### config.mk
export PLATFORM = sky130hd
export DESIGN_NAME = tff_updown_counter
export DESIGN_NICKNAME = d
export VERILOG_FILES = /design/src/rtl/counter_pkg.sv /design/src/rtl/dff.sv /design/src/rtl/tff.sv /design/src/rtl/tff_cnt_tgen.sv /design/src/rtl/tff_updown_counter.sv
export SDC_FILE = /design/constraint.sdc
export NUM_CORES = 1
export LEC_CHECK = 0
export CAP_MARGIN = 20
export CORE_AREA = 3 3 40 42
export DETAILED_ROUTE_END_ITERATION = 6
export DIE_AREA = 0 0 43 45
export PLACE_DENSITY = 0.62
export RECOVER_POWER = 25
export SYNTH_ARGS = -nofsm -noshare
export SYNTH_HDL_FRONTEND = slang
export SYNTH_SLANG_ARGS = --single-unit
### constraint.sdc
create_clock -name clk -period 4.35 [get_ports clk]
set_input_delay 1.305 -clock clk [delete_from_list [all_inputs] [get_ports clk]]
set_output_delay 1.305 -clock clk [all_outputs]
set_load 0.01 [all_outputs]
### src/rtl/counter_pkg.sv
// rtl/counter_pkg.sv - shared counter constants and width helper
// Direction encodings and a ceiling-log2 used for parameter legality checks.
package counter_pkg;

   localparam logic CNT_DIR_UP = 1'b1;
   localparam logic CNT_DIR_DN = 1'b0;

   function automatic int cnt_log2(input int n);
      int r;
      r = 0;
      while ((1 << r) < n) r++;
      return r;
   endfunction

endpackage

### src/rtl/dff.sv
// rtl/dff.sv - single-bit D flop with asynchronous active-low reset
module dff (
   input  logic clk_i,
   input  logic rst_ni,
   input  logic d_i,
   output logic q_o
);

   logic q_q;

   always_ff @(posedge clk_i or negedge rst_ni) begin
      if (!rst_ni) q_q <= 1'b0;
      else         q_q <= d_i;
   end

   assign q_o = q_q;

endmodule

### src/rtl/tff.sv
// rtl/tff.sv - single-bit toggle flop with asynchronous active-low reset
module tff (
   input  logic clk_i,
   input  logic rst_ni,
   input  logic t_i,
   output logic q_o
);

   logic q_q;
   logic q_d;

   assign q_d = q_q ^ t_i;

   always_ff @(posedge clk_i or negedge rst_ni) begin
      if (!rst_ni) q_q <= 1'b0;
      else         q_q <= q_d;
   end

   assign q_o = q_q;

endmodule

### src/rtl/tff_cnt_tgen.sv
// rtl/tff_cnt_tgen.sv - toggle-vector generator for the modulo-N up/down counter
// Derives the next count, then T = q ^ next so the tff bank lands on it.
module tff_cnt_tgen
   import counter_pkg::*;
#(
   parameter int WIDTH   = 4,
   parameter int MODULUS = 16
) (
   input  logic [WIDTH-1:0] count_i,
   input  logic             en_i,
   input  logic             up_i,
   input  logic             load_i,
   input  logic [WIDTH-1:0] load_val_i,
   output logic [WIDTH-1:0] t_o,
   output logic             wrap_nxt_o,
   output logic             load_err_nxt_o
);

   // MODULUS may equal 2**WIDTH, so the range check needs one extra bit.
   localparam logic [WIDTH:0]   MOD_W   = (WIDTH+1)'(MODULUS);
   localparam logic [WIDTH-1:0] TERM_UP = WIDTH'(MODULUS - 1);

   logic [WIDTH-1:0] nxt;

   always_comb begin
      nxt            = count_i;
      wrap_nxt_o     = 1'b0;
      load_err_nxt_o = 1'b0;
      if (load_i) begin
         if ({1'b0, load_val_i} < MOD_W) nxt = load_val_i;
         else                            load_err_nxt_o = 1'b1;
      end else if (en_i) begin
         if (up_i == CNT_DIR_UP) begin
            if (count_i == TERM_UP) begin
               nxt        = '0;
               wrap_nxt_o = 1'b1;
            end else begin
               nxt = count_i + 1'b1;
            end
         end else begin
            if (count_i == '0) begin
               nxt        = TERM_UP;
               wrap_nxt_o = 1'b1;
            end else begin
               nxt = count_i - 1'b1;
            end
         end
      end
   end

   assign t_o = count_i ^ nxt;

endmodule

### src/rtl/tff_updown_counter.sv
// rtl/tff_updown_counter.sv - modulo-N up/down counter built from a tff bank
// Optional sticky overflow flag enabled by TFF_CNT_OVF_FLAG_EN.
module tff_updown_counter
   import counter_pkg::*;
#(
   parameter int WIDTH   = 4,
   parameter int MODULUS = 16
) (
   input  logic             clk,
   input  logic             rst_n,
   input  logic             en,
   input  logic             up,
   input  logic             load,
   input  logic [WIDTH-1:0] load_val,
   input  logic             ovf_clr,
   output logic [WIDTH-1:0] count,
   output logic             wrap,
   output logic             load_err,
   output logic             ovf
);

   if (MODULUS < 2 || cnt_log2(MODULUS) > WIDTH) begin : g_bad_modulus
      $error("tff_updown_counter: MODULUS must satisfy 2 <= MODULUS <= 2**WIDTH");
   end

   logic [WIDTH-1:0] t_vec;
   logic             wrap_d;
   logic             load_err_d;

   tff_cnt_tgen #(
      .WIDTH   (WIDTH),
      .MODULUS (MODULUS)
   ) u_tgen (
      .count_i        (count),
      .en_i           (en),
      .up_i           (up),
      .load_i         (load),
      .load_val_i     (load_val),
      .t_o            (t_vec),
      .wrap_nxt_o     (wrap_d),
      .load_err_nxt_o (load_err_d)
   );

   for (genvar i = 0; i < WIDTH; i++) begin : g_bit
      tff u_tff (
         .clk_i  (clk),
         .rst_ni (rst_n),
         .t_i    (t_vec[i]),
         .q_o    (count[i])
      );
   end

   dff u_wrap_q (
      .clk_i  (clk),
      .rst_ni (rst_n),
      .d_i    (wrap_d),
      .q_o    (wrap)
   );

   dff u_load_err_q (
      .clk_i  (clk),
      .rst_ni (rst_n),
      .d_i    (load_err_d),
      .q_o    (load_err)
   );

`ifdef TFF_CNT_OVF_FLAG_EN
   logic ovf_d;

   // A wrap on the same edge as a clear keeps the flag set.
   assign ovf_d = wrap_d | (ovf & ~ovf_clr);

   dff u_ovf_q (
      .clk_i  (clk),
      .rst_ni (rst_n),
      .d_i    (ovf_d),
      .q_o    (ovf)
   );
`else
   logic unused_ovf_clr;

   assign unused_ovf_clr = ovf_clr;
   assign ovf            = 1'b0;
`endif

endmodule

==> results.json <==
{
  "drv_slew": 0,
  "hpwl_um": 575,
  "synthCells": 48,
  "placementRows": 13,
  "run_status": "complete, no violations",
  "synth_xor_area_share_pct": 4.19,
  "synth_cell_type_count": 25,
  "synth_ff_type": "dfrtp_1",
  "syn-cell-area_um2": 418,
  "ant_nets": 0,
  "yosys_warnings": 0,
  "htreeDepth": 1,
  "critPathKind": "flop to primary output",
  "clock_sinks": 5,
  "avgSynthCellArea_um2": 8.71,
  "synth_top_area_cell": "dfrtp_1",
  "async_reset_ff_share_pct": 100,
  "synth_edf_count": 0,
  "synth-simple-area-share_pct": 14.4,
  "netlist_top_cells_area": "dfrtp_1, buf_4, ha_1",
  "drt-initial-drc-count": 2,
  "wire_per_inst_um": 10.5,
  "critPathTopFamily": "buffers and inverters",
  "cp_cell_sequence": "clkdlybuf4s50_1",
  "whs_path_depth": 2,
  "io_pins": 17,
  "vias_per_cell": 4.80,
  "grt_pass1_wl_mm": 1.26,
  "fin_crit_ns": 2.67,
  "num_antenna_cells": 0,
  "synth_most_common_cell": "buf_4",
  "syn_to_final_growth_pct": 31.1,
  "clkTransAtPathRegs_ns": 0.04,
  "period_share_pct": 61.3,
  "fmaxAchievable_mhz": 375,
  "final_cells": 74,
  "drive_gt1_share_pct": 13.6,
  "cp.arrival_ns": 1.36,
  "leakage_nw": 0.231,
  "gp_congestion": 0.701,
  "multi_input_area_um2": 236,
  "power_density_nw_per_um2": 319,
  "rsz0062_at_grt": "false",
  "remaining_drc_errors": 0,
  "cap_viol_max_count": 0,
  "crit_cells": 1,
  "final_net_count": 72,
  "fin_hold_ws_ns": 0.692,
  "seq_area_um2": 125,
  "synth_top_cell_area_share_pct": 29.9,
  "post_cts_resized": 0,
  "ys_ff_latch": 5,
  "critPathRequiredTime_ns": 3.04,
  "yosysSeqAreaShare_pct": 29.9,
  "die_x_um": 43,
  "grt_overflow_total": 0,
  "r2r_setup_slack_ns": 2.67,
  "die_h_um": 45,
  "grt_use_total_pct": 9.96,
  "root_buffer": "clkbuf_4",
  "hold_class": "flop to flop",
  "cp.buffers_inverters": 1,
  "dieArea_um2": 1940,
  "port_buffers": 13,
  "tns_ns": 0,
  "fin_area_um2": 548,
  "worstSetupStartpointType": "flop",
  "synth_fa_ha_area_share_pct": 5.99,
  "grt_start_max_net_pins": 10,
  "hold_buffers": 0,
  "synth_top_family_by_area": "compound AO/OA/AOI/OAI gates",
  "initial_core_util_pct": 32.5,
  "cts_buffer_depth": 2,
  "hold_viol": 0,
  "synthMuxAreaShare_pct": 7.78,
  "critical_path.max_fanout": 9,
  "rr_worst_depth": 6,
  "insertion_delay_ns": 0.25,
  "crit_slowest_cell": "clkdlybuf4s50_1",
  "tritoncts": "yes",
  "dpl_cell_area_um2": 522,
  "antenna_found_initial": 0,
  "vdd_ir_drop_max_uv": 132,
  "num-fill-cells": 142,
  "numCtsBuffers": 3,
  "synth-compound-area-share_pct": 22.5,
  "placed_cells": 70,
  "postLayoutCoreUtil_pct": 42.6,
  "grt_pass1_vias": 297,
  "max_stage_delay_ns": 0.60,
  "layout_setup_ws_ns": 1.68,
  "cts_setup_buffers": 0,
  "setup_viol": 0,
  "fin_skew_ns": 0.00520,
  "total_power_uw": 175,
  "num_vias": 355,
  "synth_commonest_cells": "buf_4, dfrtp_1, a21oi_1, o21ai_0, nand2_1",
  "place_ws_ns": 1.55,
  "endpoint_kind": "primary output",
  "first_pass_iters": 3,
  "core_region_area_um2": 1280,
  "routed_wl_um": 780
}
## cells in the final DEF, fill, tap and decap left out, types with 2 or more instances in the layout
| cell type | Yosys | routed |
|---|---|---|
| xnor2_1 | 2 | 2 |
| ha_1 | 2 | 2 |
| nor2_1 | 2 | 2 |
| nor2b_1 | 2 | 2 |
| conb_1 | 1 | 2 |
| inv_1 | 2 | 2 |
| clkdlybuf4s50_1 | 0 | 12 |
| clkbuf_4 | 0 | 3 |
| o21ai_0 | 4 | 4 |
| dfrtp_1 | 5 | 5 |
| a21oi_1 | 4 | 4 |
| mux2_2 | 2 | 2 |
| nand2_1 | 3 | 3 |
## registers in the layout, indices dropped and copies added, names as in the netlist
| register | cells |
|---|---|
| u_wrap_q.q_o | 1 |
| g_bit.u_tff.q_o | 4 |
## layout make-up
type | instances | share of cell area [%]
inverter | 3 | 2.05
sequential | 5 | 22.8
multi-input combinational | 34 | 43.2
clock buffer | 4 | 4.79
timing repair buffer | 13 | 23.7
tap | 15 | 3.42
## power by group
group / leakage (nW) / internal [mW] / switching [mW]
combinational: 0.155 / 0.0342 / 0.0239
clock: 0.0150 / 0.0348 / 0.0203
sequential: 0.0606 / 0.0522 / 0.00961
total: 0.231 / 0.121 / 0.0539
## cells by family (layout without fill, tap and decap cells)
group,Yosys count,count (layout)
XOR/XNOR,2,2
other,1,2
buffers and inverters,10,20
AND/OR/NAND/NOR,11,11
flip-flops,5,5
adder cells (fa/ha/maj),2,2
multiplexers,3,3
AO/OA/AOI/OAI,14,14
## layer usage
layer	vias to the layer above	GRT usage (%)	share of wire, %	routed length, um
li1	180	-	-	-
met3	5	7.97	14	111
met5	-	0	0	0
met2	16	13.2	40	312
met1	154	9.78	42	330
met4	0	9.04	3.2	25
## worst paths after layout
path                                         start                  to
worst max-delay path            g_bit[0].u_tff.q_o            count[0]
min in group asynchronous                    rst_n  g_bit[3].u_tff.q_o
max in group asynchronous                    rst_n  g_bit[1].u_tff.q_o
worst min register to register  g_bit[2].u_tff.q_o  g_bit[2].u_tff.q_o
worst min-delay path            g_bit[2].u_tff.q_o  g_bit[2].u_tff.q_o
worst max register to register  g_bit[0].u_tff.q_o  g_bit[0].u_tff.q_o
Note: power is estimated with default switching activity, not from simulation.
